--- src/rtl/delay_unit_arbiter_pkg.sv ---
// Shared types and defaults for the two-requester delay-unit arbiter.
package delay_unit_arbiter_pkg;

   localparam int DEFAULT_WIDTH = 5;
   localparam int DEFAULT_DEPTH = 4;

   // Source of an issued beat: 0 = requester 0, 1 = requester 1.
   typedef logic tag_t;

endpackage

--- src/rtl/delay_unit_arbiter_if.sv ---
// Ready/valid bundle for the arbiter: two requesters, the delay-unit channel, two return streams.
interface delay_unit_arbiter_if
   import delay_unit_arbiter_pkg::*;
#(
   parameter int WIDTH = DEFAULT_WIDTH
);
   logic [WIDTH-1:0] I_0_data;
   logic             I_0_valid;
   logic             I_0_ready;
   logic [WIDTH-1:0] I_1_data;
   logic             I_1_valid;
   logic             I_1_ready;
   logic [WIDTH-1:0] DU_IN_data;
   logic             DU_IN_valid;
   logic             DU_IN_ready;
   logic [WIDTH-1:0] DU_OUT_data;
   logic             DU_OUT_valid;
   logic             DU_OUT_ready;
   logic [WIDTH-1:0] O_0_data;
   logic             O_0_valid;
   logic             O_0_ready;
   logic [WIDTH-1:0] O_1_data;
   logic             O_1_valid;
   logic             O_1_ready;

   modport slave (
      input  I_0_data, I_0_valid, output I_0_ready,
      input  I_1_data, I_1_valid, output I_1_ready,
      output DU_IN_data, DU_IN_valid, input DU_IN_ready,
      input  DU_OUT_data, DU_OUT_valid, output DU_OUT_ready,
      output O_0_data, O_0_valid, input O_0_ready,
      output O_1_data, O_1_valid, input O_1_ready
   );

   modport master (
      output I_0_data, I_0_valid, input I_0_ready,
      output I_1_data, I_1_valid, input I_1_ready,
      input  DU_IN_data, DU_IN_valid, output DU_IN_ready,
      output DU_OUT_data, DU_OUT_valid, input DU_OUT_ready,
      input  O_0_data, O_0_valid, output O_0_ready,
      input  O_1_data, O_1_valid, output O_1_ready
   );

endinterface

--- src/rtl/delay_unit_arbiter_tag_fifo.sv ---
// In-order tag FIFO recording which requester owns each outstanding delay-unit beat.
module delay_unit_arbiter_tag_fifo
   import delay_unit_arbiter_pkg::*;
#(
   parameter int DEPTH = DEFAULT_DEPTH
) (
   input  logic                   CLK,
   input  logic                   ASYNCRESET,
   input  logic                   push_i,
   input  tag_t                   push_tag_i,
   input  logic                   pop_i,
   output tag_t                   head_o,
   output logic                   full_o,
   output logic                   empty_o,
   output logic [$clog2(DEPTH):0] count_o
);
   localparam int PW = $clog2(DEPTH);
   localparam int CW = PW + 1;

   tag_t          mem_q [DEPTH];
   logic [PW-1:0] wr_ptr_q;
   logic [PW-1:0] rd_ptr_q;
   logic [CW-1:0] count_q;

   // NOTE: tag storage is deliberately not reset; an entry is only read once count_q covers it.
   always_ff @(posedge CLK) begin
      if (push_i) mem_q[wr_ptr_q] <= push_tag_i;
   end

   // NOTE: sequential state uses non-blocking assignments so every register samples pre-edge values.
   always_ff @(posedge CLK or posedge ASYNCRESET) begin
      if (ASYNCRESET) begin
         wr_ptr_q <= '0;
         rd_ptr_q <= '0;
         count_q  <= '0;
      end else begin
         if (push_i) wr_ptr_q <= wr_ptr_q + 1'b1;
         if (pop_i)  rd_ptr_q <= rd_ptr_q + 1'b1;
         case ({push_i, pop_i})
            2'b10:   count_q <= count_q + 1'b1;
            2'b01:   count_q <= count_q - 1'b1;
            default: count_q <= count_q;
         endcase
      end
   end

   assign head_o  = mem_q[rd_ptr_q];
   assign full_o  = (count_q == CW'(DEPTH));
   assign empty_o = (count_q == '0);
   assign count_o = count_q;

endmodule

--- src/rtl/delay_unit_arbiter.sv ---
// Round-robin share of one delay-unit channel between two requesters, with in-order return steering.
// Optional assertions: define DELAY_UNIT_ARBITER_ASSERT_EN.
module delay_unit_arbiter
   import delay_unit_arbiter_pkg::*;
#(
   parameter int WIDTH = DEFAULT_WIDTH,
   parameter int DEPTH = DEFAULT_DEPTH
) (
   input  logic                   CLK,
   input  logic                   ASYNCRESET,
   delay_unit_arbiter_if.slave    bus,
   output logic [$clog2(DEPTH):0] OUTSTANDING,
   output logic                   ERR
);
   tag_t last_grant_q, last_grant_d;
   tag_t grant;
   tag_t head;
   logic err_q, err_d;
   logic full, empty;
   logic can_issue, grant_valid, head_ready;
   logic push, pop;

   // NOTE: grant gets a default before the overrides, so no path leaves it unassigned (no latch).
   always_comb begin
      grant = ~last_grant_q;
      if (bus.I_0_valid && !bus.I_1_valid)      grant = 1'b0;
      else if (bus.I_1_valid && !bus.I_0_valid) grant = 1'b1;
   end

   // Handshake outputs are forced low while reset is held, independent of the inputs.
   assign can_issue       = bus.DU_IN_ready & ~full & ~ASYNCRESET;
   assign grant_valid     = grant ? bus.I_1_valid : bus.I_0_valid;
   assign bus.DU_IN_valid = grant_valid & ~full & ~ASYNCRESET;
   assign bus.DU_IN_data  = grant ? bus.I_1_data : bus.I_0_data;
   assign bus.I_0_ready   = can_issue & ~grant;
   assign bus.I_1_ready   = can_issue & grant;
   assign push            = bus.DU_IN_valid & bus.DU_IN_ready;

   assign head_ready       = head ? bus.O_1_ready : bus.O_0_ready;
   assign bus.O_0_valid    = bus.DU_OUT_valid & ~empty & ~head & ~ASYNCRESET;
   assign bus.O_1_valid    = bus.DU_OUT_valid & ~empty & head & ~ASYNCRESET;
   assign bus.O_0_data     = bus.DU_OUT_data;
   assign bus.O_1_data     = bus.DU_OUT_data;
   assign bus.DU_OUT_ready = ~empty & head_ready & ~ASYNCRESET;
   assign pop              = bus.DU_OUT_valid & bus.DU_OUT_ready;

   assign last_grant_d = push ? grant : last_grant_q;
   assign err_d        = err_q | (bus.DU_OUT_valid & empty);

   always_ff @(posedge CLK or posedge ASYNCRESET) begin
      if (ASYNCRESET) begin
         last_grant_q <= 1'b1;
         err_q        <= 1'b0;
      end else begin
         last_grant_q <= last_grant_d;
         err_q        <= err_d;
      end
   end

   delay_unit_arbiter_tag_fifo #(.DEPTH(DEPTH)) u_tag_fifo (
      .CLK        (CLK),
      .ASYNCRESET (ASYNCRESET),
      .push_i     (push),
      .push_tag_i (grant),
      .pop_i      (pop),
      .head_o     (head),
      .full_o     (full),
      .empty_o    (empty),
      .count_o    (OUTSTANDING)
   );

   assign ERR = err_q;

`ifdef DELAY_UNIT_ARBITER_ASSERT_EN
   // Issue opportunities each requester has lost while waiting; round-robin bounds this at 1.
   logic [1:0] lost_0_q, lost_1_q;

   always_ff @(posedge CLK or posedge ASYNCRESET) begin
      if (ASYNCRESET) begin
         lost_0_q <= '0;
         lost_1_q <= '0;
      end else begin
         if (!bus.I_0_valid || bus.I_0_ready) lost_0_q <= '0;
         else if (can_issue && lost_0_q != 2'd3) lost_0_q <= lost_0_q + 1'b1;
         if (!bus.I_1_valid || bus.I_1_ready) lost_1_q <= '0;
         else if (can_issue && lost_1_q != 2'd3) lost_1_q <= lost_1_q + 1'b1;
      end
   end

   a_i0_hold: assert property (@(posedge CLK) disable iff (ASYNCRESET)
      bus.I_0_valid && !bus.I_0_ready |=> bus.I_0_valid && $stable(bus.I_0_data));
   a_i1_hold: assert property (@(posedge CLK) disable iff (ASYNCRESET)
      bus.I_1_valid && !bus.I_1_ready |=> bus.I_1_valid && $stable(bus.I_1_data));
   a_du_hold: assert property (@(posedge CLK) disable iff (ASYNCRESET)
      bus.DU_IN_valid && !bus.DU_IN_ready |=> bus.DU_IN_valid);
   a_count:   assert property (@(posedge CLK) disable iff (ASYNCRESET)
      OUTSTANDING <= ($clog2(DEPTH)+1)'(DEPTH));
   a_no_err:  assert property (@(posedge CLK) disable iff (ASYNCRESET) !ERR);
   a_fair_0:  assert property (@(posedge CLK) disable iff (ASYNCRESET) lost_0_q < 2'd2);
   a_fair_1:  assert property (@(posedge CLK) disable iff (ASYNCRESET) lost_1_q < 2'd2);
`endif

endmodule

--- src/flat_wrapper.sv ---
// flat-port wrapper written by rule: the top's interface ports become plain ports
module delay_unit_arbiter_flat import delay_unit_arbiter_pkg::*;
#(
   parameter int WIDTH = DEFAULT_WIDTH,
   parameter int DEPTH = DEFAULT_DEPTH
)
  (CLK, ASYNCRESET, OUTSTANDING, ERR, bus_I_0_data, bus_I_0_valid, bus_I_0_ready, bus_I_1_data, bus_I_1_valid, bus_I_1_ready, bus_DU_IN_data, bus_DU_IN_valid, bus_DU_IN_ready, bus_DU_OUT_data, bus_DU_OUT_valid, bus_DU_OUT_ready, bus_O_0_data, bus_O_0_valid, bus_O_0_ready, bus_O_1_data, bus_O_1_valid, bus_O_1_ready);
  delay_unit_arbiter_if #(.WIDTH(WIDTH)) bus_i ();
  input  logic CLK;
  input  logic ASYNCRESET;
  output logic [$clog2(DEPTH):0] OUTSTANDING;
  output logic ERR;
  input wire logic [$bits(bus_i.I_0_data)-1:0] bus_I_0_data;
  input wire logic [$bits(bus_i.I_0_valid)-1:0] bus_I_0_valid;
  output wire logic [$bits(bus_i.I_0_ready)-1:0] bus_I_0_ready;
  input wire logic [$bits(bus_i.I_1_data)-1:0] bus_I_1_data;
  input wire logic [$bits(bus_i.I_1_valid)-1:0] bus_I_1_valid;
  output wire logic [$bits(bus_i.I_1_ready)-1:0] bus_I_1_ready;
  output wire logic [$bits(bus_i.DU_IN_data)-1:0] bus_DU_IN_data;
  output wire logic [$bits(bus_i.DU_IN_valid)-1:0] bus_DU_IN_valid;
  input wire logic [$bits(bus_i.DU_IN_ready)-1:0] bus_DU_IN_ready;
  input wire logic [$bits(bus_i.DU_OUT_data)-1:0] bus_DU_OUT_data;
  input wire logic [$bits(bus_i.DU_OUT_valid)-1:0] bus_DU_OUT_valid;
  output wire logic [$bits(bus_i.DU_OUT_ready)-1:0] bus_DU_OUT_ready;
  output wire logic [$bits(bus_i.O_0_data)-1:0] bus_O_0_data;
  output wire logic [$bits(bus_i.O_0_valid)-1:0] bus_O_0_valid;
  input wire logic [$bits(bus_i.O_0_ready)-1:0] bus_O_0_ready;
  output wire logic [$bits(bus_i.O_1_data)-1:0] bus_O_1_data;
  output wire logic [$bits(bus_i.O_1_valid)-1:0] bus_O_1_valid;
  input wire logic [$bits(bus_i.O_1_ready)-1:0] bus_O_1_ready;
  assign bus_i.I_0_data = bus_I_0_data;
  assign bus_i.I_0_valid = bus_I_0_valid;
  assign bus_I_0_ready = bus_i.I_0_ready;
  assign bus_i.I_1_data = bus_I_1_data;
  assign bus_i.I_1_valid = bus_I_1_valid;
  assign bus_I_1_ready = bus_i.I_1_ready;
  assign bus_DU_IN_data = bus_i.DU_IN_data;
  assign bus_DU_IN_valid = bus_i.DU_IN_valid;
  assign bus_i.DU_IN_ready = bus_DU_IN_ready;
  assign bus_i.DU_OUT_data = bus_DU_OUT_data;
  assign bus_i.DU_OUT_valid = bus_DU_OUT_valid;
  assign bus_DU_OUT_ready = bus_i.DU_OUT_ready;
  assign bus_O_0_data = bus_i.O_0_data;
  assign bus_O_0_valid = bus_i.O_0_valid;
  assign bus_i.O_0_ready = bus_O_0_ready;
  assign bus_O_1_data = bus_i.O_1_data;
  assign bus_O_1_valid = bus_i.O_1_valid;
  assign bus_i.O_1_ready = bus_O_1_ready;
  delay_unit_arbiter #(.WIDTH(WIDTH), .DEPTH(DEPTH)) u_core (.CLK(CLK), .ASYNCRESET(ASYNCRESET), .bus(bus_i), .OUTSTANDING(OUTSTANDING), .ERR(ERR));
endmodule
--- config.mk ---
export PLATFORM = sky130hd
export DESIGN_NAME = delay_unit_arbiter_flat
export DESIGN_NICKNAME = d
export VERILOG_FILES = /design/src/rtl/delay_unit_arbiter_pkg.sv /design/src/rtl/delay_unit_arbiter_if.sv /design/src/rtl/delay_unit_arbiter_tag_fifo.sv /design/src/rtl/delay_unit_arbiter.sv /design/src/flat_wrapper.sv
export SDC_FILE = /design/constraint.sdc
export NUM_CORES = 1
export LEC_CHECK = 0
export ABC_AREA = 1
export CAP_MARGIN = 20
export CELL_PAD_IN_SITES_DETAIL_PLACEMENT = 1
export CELL_PAD_IN_SITES_GLOBAL_PLACEMENT = 1
export CORE_UTILIZATION = 27
export CTS_CLUSTER_DIAMETER = 150
export DETAILED_ROUTE_END_ITERATION = 12
export GPL_TIMING_DRIVEN = 1
export PLACE_DENSITY_LB_ADDON = 0.1
export REMOVE_ABC_BUFFERS = 1
export SYNTH_ARGS = -nofsm -noshare
export SYNTH_HDL_FRONTEND = slang
export SYNTH_SLANG_ARGS = --single-unit
--- constraint.sdc ---
create_clock -name CLK -period 2.5 [get_ports CLK]
set_clock_uncertainty 0.2 [all_clocks]
set_input_delay 0.25 -clock CLK [delete_from_list [all_inputs] [get_ports CLK]]
set_output_delay 0.25 -clock CLK [all_outputs]
set_load 0.05 [all_outputs]
==> results.md, run 1 <==
## Outcome
* finished, final reports clean — outcome

## Synth
* 940 um2 — Netlist Area Pre-Place
* 0 — Synthesis Warnings
* 117 — synthesized netlist cell count
* 8.03 um2 — Mapped Avg Cell Area
* 36.9% — sequential element share of the synthesized area
* 13 — number of synthesized register bits
* 24 — number of unique standard cell types used by synthesis

## Routing
* 11.2 um — routed len/inst
* 833 — total number of vias
* 2180 um — total wire length after detailed routing
* 17 — Initial DRC Count
* 0 — post-route antenna net violation count
* 0 — number of remaining DRC errors
* 4.27 — via density per instance
* 2 — length of the first detailed-routing pass in iterations

## Clock tree
* 13 — clock tree sinks
* 3 — TritonCTS buffer count
* 0.27 ns — clock network latency to the later pin of the worst-skew pair
* 1 — number of H-tree levels
* 0.08 ns — clock transition time at the flip-flop clock pins of the worst setup and hold paths
* 2 — number of buffers on the longest clock path
* sky130_fd_sc_hd__clkbuf_4 — Root Buffer Master
* 0 — number of hold buffers added after cts
* yes — CTS tree

## Timing
* 0 — Max Slew Vio Count
* no — setup repair after global routing missed its margin
* 440 MHz — fmax
* 0 — count of final setup violators
* 0 — final hold violations
* 0.492 ns — slew at the pin closest to its max-slew limit
* 0 ns — Final TNS setup
* 91.0% — final clock period utilization by the worst path
* 2.28 ns — Period minus WS final
* 0.0991 ns — worst-case hold slack
* 67.1% — relative slew slack

## Power and ir drop
* 8.5% — clock network fraction of total power
* 0.766 mW — Int Power
* 445 uV — largest vdd supply drop
* 66.1% — combinational fraction of design power
* 0.713 mW — Net Switching
* 25.4% — sequential share of power
* 0.668 nW — standby leakage power
* 1040 mW/mm2 — pwr/cell area
* 48.2% — Sw Ratio

## Setup path
* flip-flop — type of element capturing the critical path
* 2.45 ns — CP Data Required Time
* 0.22 ns — setup slack of the most critical reg-to-reg path
* 5 — largest fanout of any net on the critical path
* 2.23 ns — Arrival @ worst endpoint
* sky130_fd_sc_hd__dfrtp_2 — CP max-delay cell
* flip-flop — kind of launch point of the worst setup path
* reg -> reg — Setup CP Type
* 0.45 ns — longest individual stage delay on the worst path
* inv_2 > nand2_1 > nand3_2 > nand2_2 > nand2_1 > nand3_2 > inv_1 > ha_1 > inv_1 > fa_1 > a21oi_1 > o21ai_0 > xor2_1 — ordered list of cells on the worst path

## Die
* 21 — std cell rows
* 48 — Boundary Pins
* 0.00372 mm2 — die area
* 61.0 um — overall die height
* 61.0 um — Die X
* 0.00334 mm2 — floorplan core area
* 28.2% — initial core utilization

## Cells and area
* sky130_fd_sc_hd__nand2_1, sky130_fd_sc_hd__clkdlybuf4s50_1, sky130_fd_sc_hd__inv_1 — top library cells by usage in the layout, fill and taps aside
* 26.8% — fraction of final layout cells with drive strength greater than 1
* 179 — NumNets Final
* 195 — Cell Count, Final, Fillers Out
* sky130_fd_sc_hd__nand2_1 — most common library cell in the layout ignoring fill and taps
* 51.7% — synthesis-to-layout area growth
* 0 — antenna diode instance count

## Placed design
* 1890 um — Final HPWL DP
* 32 — IO buf count
* 0.765 — final weighted congestion in routability-driven placement
* 189 — number of placed cells counting well taps

## Global route
* 0 — initial antenna violation count
* 852 — vias in the first global route
* 3550 um — global-route wire length before repair
* 12.8% — aggregate global-route resource usage
* 0 — grt ovf
* 12 — maximum number of pins on one net before global-route repair

## Run
* 0 — max_cap viols

## Worst hold path
* in -> async — Hold Crit Class

## area by class of cell
type                            count  area, um2
Multi-Input combinational cell     74        443
Clock buffer                        4       26.3
Sequential cell                    13        348
Fill cell                         412       1910
Inverter                           20       75.1
Tap cell                           46       57.6
Timing Repair Buffer               38        475
## worst paths after layout
check | startpoint | endpoint | depth (start not counted)
worst max-delay path | u_core.u_tag_fifo.rd_ptr_q[0]$_DFFE_PP0P_ | u_core.u_tag_fifo.count_o[2]$_DFFE_PP0P_ | 13
worst min-delay path | ASYNCRESET | u_core.u_tag_fifo.count_o[0]$_DFFE_PP0P_ | 3
worst max register to register | u_core.u_tag_fifo.rd_ptr_q[0]$_DFFE_PP0P_ | u_core.u_tag_fifo.count_o[2]$_DFFE_PP0P_ | 13
worst min register to register | u_core.ERR$_DFF_PP0_ | u_core.ERR$_DFF_PP0_ | 1
max in group asynchronous | ASYNCRESET | u_core.last_grant_q$_DFFE_PP1P_ | 3
min in group CLK | u_core.ERR$_DFF_PP0_ | u_core.ERR$_DFF_PP0_ | 1
## registers in the layout, summed over array words and instances, names as in the netlist
| name | cells |
|---|---|
| u_core.u_tag_fifo.rd_ptr_q | 2 |
| u_core.u_tag_fifo.count_o | 3 |
| u_core.u_tag_fifo.wr_ptr_q | 2 |
| u_core.ERR | 1 |
| u_core.u_tag_fifo.mem_q | 4 |
| u_core.last_grant_q | 1 |
## critical path: cells and delay by family (launching register included)
family	cells	cell delay (ns)
flops	1	0.45
compound gates	2	0.26
simple gates	5	0.39
xor+xnor	1	0.15
fa+ha+maj	2	0.51
buf+inv	3	0.21
## Yosys cell counts, drive strengths merged
cell type,instances,share of area [%]
inv,20,8.0
nand3,10,7.5
xor2,3,2.8
nand2,34,15
a21oi,3,2.0
nor2,12,6.7
dfrtp,8,21
edfxtp,4,13
dfstp,1,2.8
fa,1,2.1
buf,10,8.0
xnor2,1,0.93
o21bai,1,0.80
o21ai,4,2.5
ha,5,6.7
## per-layer routing
metal  vias up  global-route usage (%)  wire, um
li1        409                       -         -
met3         0                    4.69       177
met2        39                    24.8      1200
met4         0                    3.90         0
met5         -                       0         0
met1       385                    12.5       802
## power groups by stage
| stage | clock network [mW] | registers, mW | logic (mW) |
|---|---|---|---|
| finish | 0.126 | 0.375 | 0.978 |
| global route | 0.138 | 0.385 | 1.06 |
| CTS | 0.129 | 0.377 | 0.969 |
| detailed placement | 0 | 0.381 | 0.965 |
| global placement | 0 | 0.376 | 0.941 |
| floorplan | 0 | 0.460 | 0.493 |
## timing repair
item                                   in CTS  in global routing
setup endpoints to repair                   0                  1
buffers inserted                            0                  2
endpoints found under the hold margin       0                  0
gates resized for setup                     0                  1
## per-stage QoR
stage               worst slack [ns]  utilization, %  instance area, um2  total power, mW
global route                 0.00364            42.7                1430             1.58
floorplan                    -0.0102               -                 865            0.954
detailed placement          -0.00646            41.4                1380             1.35
global placement              0.0835            41.4                1380             1.32
finish                         0.225            42.7                1430             1.48
CTS                            0.179            42.2                1410             1.48
## cells by family (layout without fill, tap and decap cells)
logic type               Yosys count  count (layout)  synth area share (%)
XOR/XNOR                           4               4                  3.73
AND/OR/NAND/NOR                   56              56                  29.3
buffers and inverters             30              62                  16.0
adder cells (fa/ha/maj)            6               6                  8.79
AO/OA/AOI/OAI                      8               8                  5.33
flip-flops                        13              13                  36.9
No activity file was read; power rests on OpenSTA's default activity.
==> inputs of run 2 (changes only) <==
--- a/config.mk
+++ b/config.mk
@@ -15,6 +15,7 @@
 export GPL_TIMING_DRIVEN = 1
 export PLACE_DENSITY_LB_ADDON = 0.1
 export REMOVE_ABC_BUFFERS = 1
+export SLEW_MARGIN = 5
 export SYNTH_ARGS = -nofsm -noshare
 export SYNTH_HDL_FRONTEND = slang
 export SYNTH_SLANG_ARGS = --single-unit
==> results of run 2 <==
The final DEF is identical to that of run 1; final timing and power are the same.
